**src/rtl/uart_tx_ser.sv**
```systemverilog
// UART transmit serializer: pops bytes from the TX FIFO and shifts them out as
// start / data (LSB first) / optional parity / stop frames on a registered line.
module uart_tx_ser #(
  parameter int DataWidth  = 8,
  parameter int ClksPerBit = 868,
  parameter int Parity     = 0,
  parameter int StopBits   = 1
) (
  input  logic                 i_clk,
  input  logic                 i_rst_n,
  input  logic                 i_tx_en,
  input  logic                 i_fifo_empty,
  input  logic [DataWidth-1:0] i_fifo_data,
  output logic                 o_fifo_pop,
  output logic                 o_tx,
  output logic                 o_busy,
  output logic                 o_frame_done
);

  localparam int BaudW = (ClksPerBit > 1) ? $clog2(ClksPerBit) : 1;
  localparam int IdxW  = (DataWidth > 1) ? $clog2(DataWidth) : 1;

  localparam logic [BaudW-1:0] BaudLoad = BaudW'(ClksPerBit - 1);
  localparam logic [IdxW-1:0]  LastIdx  = IdxW'(DataWidth - 1);
  localparam logic             StopLoad = (StopBits == 2);

  typedef enum logic [2:0] {
    S_IDLE,
    S_START,
    S_DATA,
    S_PARITY,
    S_STOP
  } state_t;

  state_t               state_q, state_d;
  logic [BaudW-1:0]     baud_q, baud_d;
  logic [IdxW-1:0]      idx_q, idx_d;
  logic                 stop_q, stop_d;
  logic [DataWidth-1:0] shift_q, shift_d;
  logic                 par_q, par_d;
  logic                 tx_q, tx_d;
  logic                 bit_end;
  logic                 can_pop;
  logic                 pop;
  logic                 done;

  always_ff @(posedge i_clk) begin
    if (!i_rst_n) begin
      state_q <= S_IDLE;
      baud_q  <= '0;
      idx_q   <= '0;
      stop_q  <= 1'b0;
      shift_q <= '0;
      par_q   <= 1'b0;
      tx_q    <= 1'b1;
    end else begin
      state_q <= state_d;
      baud_q  <= baud_d;
      idx_q   <= idx_d;
      stop_q  <= stop_d;
      shift_q <= shift_d;
      par_q   <= par_d;
      tx_q    <= tx_d;
    end
  end

  // tx_d is the line level for the cycle after this edge, so o_tx comes straight from a flop
  always_comb begin
    state_d = state_q;
    baud_d  = baud_q;
    idx_d   = idx_q;
    stop_d  = stop_q;
    shift_d = shift_q;
    par_d   = par_q;
    tx_d    = tx_q;
    pop     = 1'b0;
    done    = 1'b0;
    bit_end = (baud_q == '0);
    can_pop = i_tx_en && !i_fifo_empty;

    case (state_q)
      S_IDLE: begin
        tx_d = 1'b1;
        if (can_pop) begin
          pop     = 1'b1;
          shift_d = i_fifo_data;
          par_d   = (Parity == 1) ? ~^i_fifo_data : ^i_fifo_data;
          baud_d  = BaudLoad;
          state_d = S_START;
          tx_d    = 1'b0;
        end
      end

      S_START: begin
        if (bit_end) begin
          state_d = S_DATA;
          idx_d   = '0;
          baud_d  = BaudLoad;
          tx_d    = shift_q[0];
        end else begin
          baud_d = baud_q - 1'b1;
        end
      end

      S_DATA: begin
        if (bit_end) begin
          baud_d = BaudLoad;
          if (idx_q == LastIdx) begin
            if (Parity != 0) begin
              state_d = S_PARITY;
              tx_d    = par_q;
            end else begin
              state_d = S_STOP;
              stop_d  = StopLoad;
              tx_d    = 1'b1;
            end
          end else begin
            idx_d   = idx_q + 1'b1;
            shift_d = shift_q >> 1;
            tx_d    = shift_q[1];
          end
        end else begin
          baud_d = baud_q - 1'b1;
        end
      end

      S_PARITY: begin
        if (bit_end) begin
          state_d = S_STOP;
          stop_d  = StopLoad;
          baud_d  = BaudLoad;
          tx_d    = 1'b1;
        end else begin
          baud_d = baud_q - 1'b1;
        end
      end

      S_STOP: begin
        if (bit_end) begin
          if (stop_q) begin
            stop_d = 1'b0;
            baud_d = BaudLoad;
          end else begin
            done = 1'b1;
            // Chain straight into the next start bit so frames run gap-free
            if (can_pop) begin
              pop     = 1'b1;
              shift_d = i_fifo_data;
              par_d   = (Parity == 1) ? ~^i_fifo_data : ^i_fifo_data;
              baud_d  = BaudLoad;
              state_d = S_START;
              tx_d    = 1'b0;
            end else begin
              baud_d  = '0;
              state_d = S_IDLE;
              tx_d    = 1'b1;
            end
          end
        end else begin
          baud_d = baud_q - 1'b1;
        end
      end

      default: begin
        state_d = S_IDLE;
        tx_d    = 1'b1;
      end
    endcase

    if (!i_rst_n) begin
      pop  = 1'b0;
      done = 1'b0;
    end
  end

  assign o_fifo_pop   = pop;
  assign o_frame_done = done;
  assign o_tx         = tx_q;
  assign o_busy       = (state_q != S_IDLE);

endmodule

```
**config.mk**
```make
export PLATFORM = sky130hd
export DESIGN_NAME = uart_tx_ser
export DESIGN_NICKNAME = d
export VERILOG_FILES = /design/src/rtl/uart_tx_ser.sv
export SDC_FILE = /design/constraint.sdc
export NUM_CORES = 1
export LEC_CHECK = 0
export ABC_AREA = 1
export CORE_UTILIZATION = 50
export CTS_BUF_LIST = sky130_fd_sc_hd__clkbuf_8
export DETAILED_ROUTE_END_ITERATION = 10
export HOLD_SLACK_MARGIN = 0.15
export PLACE_DENSITY = 0.79
export SYNTH_ARGS = -nofsm -noshare
export SYNTH_HDL_FRONTEND = slang
export SYNTH_SLANG_ARGS = --single-unit
export TNS_END_PERCENT = 50
```
**constraint.sdc**
```tcl
create_clock -name i_clk -period 1.6 [get_ports i_clk]
set_clock_uncertainty 0.1 [all_clocks]
set_input_delay 0.24 -clock i_clk [delete_from_list [all_inputs] [get_ports i_clk]]
set_output_delay 0.24 -clock i_clk [all_outputs]
set_load 0.05 [all_outputs]
```
==> impl_metrics.env <==
export IMPL_outcome="finished, violations left"
export IMPL_violations="setup timing"
export IMPL_die_h_um=56.2
export IMPL_portBuffers=15
export IMPL_wl_met1_mm=2.00
export IMPL_end_kind="output port"
export IMPL_cts_root_buffer="clkbuf_8"
export IMPL_grt_max_degree=14
export IMPL_fmax_mhz=517
export IMPL_wire_per_inst_um=14.7
export IMPL_drv_cap=0
export IMPL_ys_warn_count=0
export IMPL_period_share=1.21
export IMPL_finalNetCount=295
export IMPL_power_density_mw_per_mm2=2000
export IMPL_dieArea_sq_mm=0.00316
export IMPL_crit_type="register to output port"
export IMPL_setup_tns_ps=-1450
export IMPL_core_region_area_sq_mm=0.00278
export IMPL_clockBufferDepth=2
export IMPL_insertion_delay_ps=270
export IMPL_rsz0062_at_grt="yes"
export IMPL_row_count=19
export IMPL_final_util=0.798
export IMPL_grt_pass1_vias=1454
export IMPL_synth_seq_cells=25
export IMPL_drtAntennaViolNets=0
export IMPL_worst_pin_slew_ps=323
export IMPL_yosysTopAreaCell="dfxtp_1"
export IMPL_antenna_found_initial=0
export IMPL_syn_nets=240
export IMPL_synth_top_area_frac=0.340
export IMPL_place_congestion=0.873
export IMPL_finalHoldViolCount=0
export IMPL_hold_buffers=0
export IMPL_setup_ws_ps=-332
export IMPL_place_ws_ps=-293
export IMPL_max_slew_margin=0.784
export IMPL_cts_sinks=25
export IMPL_synth_area_leaders="dfxtp_1 (34%), nand2_1 (15%), nor2_1 (8.9%)"
export IMPL_peakVddDrop_mv=1.73
export IMPL_detail_route_vias_per_cell=5.35
export IMPL_drtPass1Iterations=4
export IMPL_drt_iter0_drc=104
export IMPL_path_max_fanout=2
export IMPL_overflow=0
export IMPL_cp_startpoint="idx_q[0]"
export IMPL_placed_cell_area_sq_mm=0.00196
export IMPL_synth_area_sq_mm=0.00147
export IMPL_antennaDiodeCount=0
export IMPL_maxSlewViolCount=0
export IMPL_wl_met2_mm=2.30
export IMPL_dp_hpwl_mm=2.62
export IMPL_rr_startpoint="state_q[1]"
export IMPL_drc=0
export IMPL_start_util=0.529
export IMPL_path_clk_slew_ps=90
export IMPL_routed_wl_mm=4.54
export IMPL_grt_pass1_wl_mm=6.27
export IMPL_static_leakage_power_nw=1.00
export IMPL_dr_wl_met3_um=180
export IMPL_final_area_sq_mm=0.00222
export IMPL_cts_tree="done"
export IMPL_finalCriticalPeriod_ps=1930
export IMPL_ys_seq_area_frac=0.340
export IMPL_required_ps=1260
export IMPL_cts_buffers=3
export IMPL_synthDistinctLibCells=27
export IMPL_cp_arrival_ps=1590
export IMPL_top_layer="met4"
export IMPL_crit_path_start_kind="register"
export IMPL_setup_viol=17
export IMPL_io_pins=16
export IMPL_die_x_um=56.2
export IMPL_r2r_setup_slack_ps=-120
export IMPL_hold_path_class="register to register"
export IMPL_synth_avg_cell_area_sq_um=6.56
export IMPL_syn2layout_area_growth_pct=51.1
export IMPL_drive_gt1_frac=0.424
export IMPL_synth_cells=224
export IMPL_hold_path_startpoint="baud_q[1]"
export IMPL_grt_util_all_layers=0.253
export IMPL_h_tree_depth=1
export IMPL_vias=1654
-- cell type report --
type	instances	area, sq um
fill	182	561
clock buffer	3	41.3
multi-input combinational	168	1030
timing repair buffer	53	474
inverter	28	115
tap	31	38.8
sequential	25	514
clock inverter	1	3.75
-- cells by family after synthesis --
family / after synthesis / share of synthesized area
AND/OR/NAND/NOR: 127 / 0.385
buffers and inverters: 32 / 0.0936
AO/OA/AOI/OAI: 32 / 0.123
XOR/XNOR: 4 / 0.0238
adder cells (fa/ha/maj): 4 / 0.0340
flip-flops: 25 / 0.340
-- Yosys cell counts --
cell type and count:
nor2_2 5, clkinv_1 1, buf_6 2, ha_1 4, a21oi_1 13, xor2_1 4
o21ai_2 2, inv_2 8, o211ai_1 1, nand4_1 2, clkbuf_1 2, o21ai_0 8
nor2_1 35, o21ai_1 7, nand3_1 14, dfxtp_1 25, o21ai_4 1, nor2_4 1
nor3_4 1, nand2_4 1, nor3_2 1, nand2_1 58, nor3_1 2, nand2_2 6
inv_4 1, nor4_1 1, inv_1 18
-- final timing paths --
kind / endpoint / cells after the start
min reg2reg: baud_q[1] / 2
max reg2reg: shift_q[1] / 9
min: baud_q[1] / 2
max: o_fifo_pop / 7
-- sequential cells by signal (all words and copies together), names as in the netlist --
register  cells
baud_q       10
shift_q       8
idx_q         3
state_q       3
o_tx          1
-- power breakdown --
group          total [W]  internal [W]  switching (W)
combinational    0.00304       0.00130        0.00174
sequential       0.00101      0.000843       0.000169
clock           0.000380      0.000172       0.000208
-- layer usage --
layer,track usage,vias up
met1,0.336,765
met3,0.0395,8
met5,0,-
met2,0.406,62
li1,-,819
met4,0.105,0
-- stage by stage --
stage,hold WS [ps],total power [W],std cells
2_1_floorplan,281,0.00260,224
3_3_place_gp,358,0.00341,296
3_5_place_dp,367,0.00348,296
4_1_cts,374,0.00408,305
5_1_grt,389,0.00469,309
6_report,377,0.00444,309
-- placed cells by master, fill, tap and decap left out, drive strengths merged --
master         instances
nor2                  41
ha                     4
nand2                 66
o21ai                 18
clkbuf                 3
dfxtp                 25
a21oi                 13
nand4                  2
nand3                 14
inv                   29
nor3                   4
nor4                   1
xor2                   4
buf                   42
clkdlybuf4s50         11
o211ai                 1
-- worst max-delay path, cell delays in order, from the launching register on --
cell	delay [ps]
dfxtp_2	350
ha_2	200
ha_4	140
inv_1	50
nand2_2	70
nand4_1	190
nor2_4	180
buf_12	140
-- what timing repair did --
action,4_1_cts,5_1_grt
setup endpoints to repair,10,25
resized for setup,12,34
setup buffers,5,4
cloned,1,0
pin swaps,10,9
No activity file was read; power rests on OpenSTA's default activity.
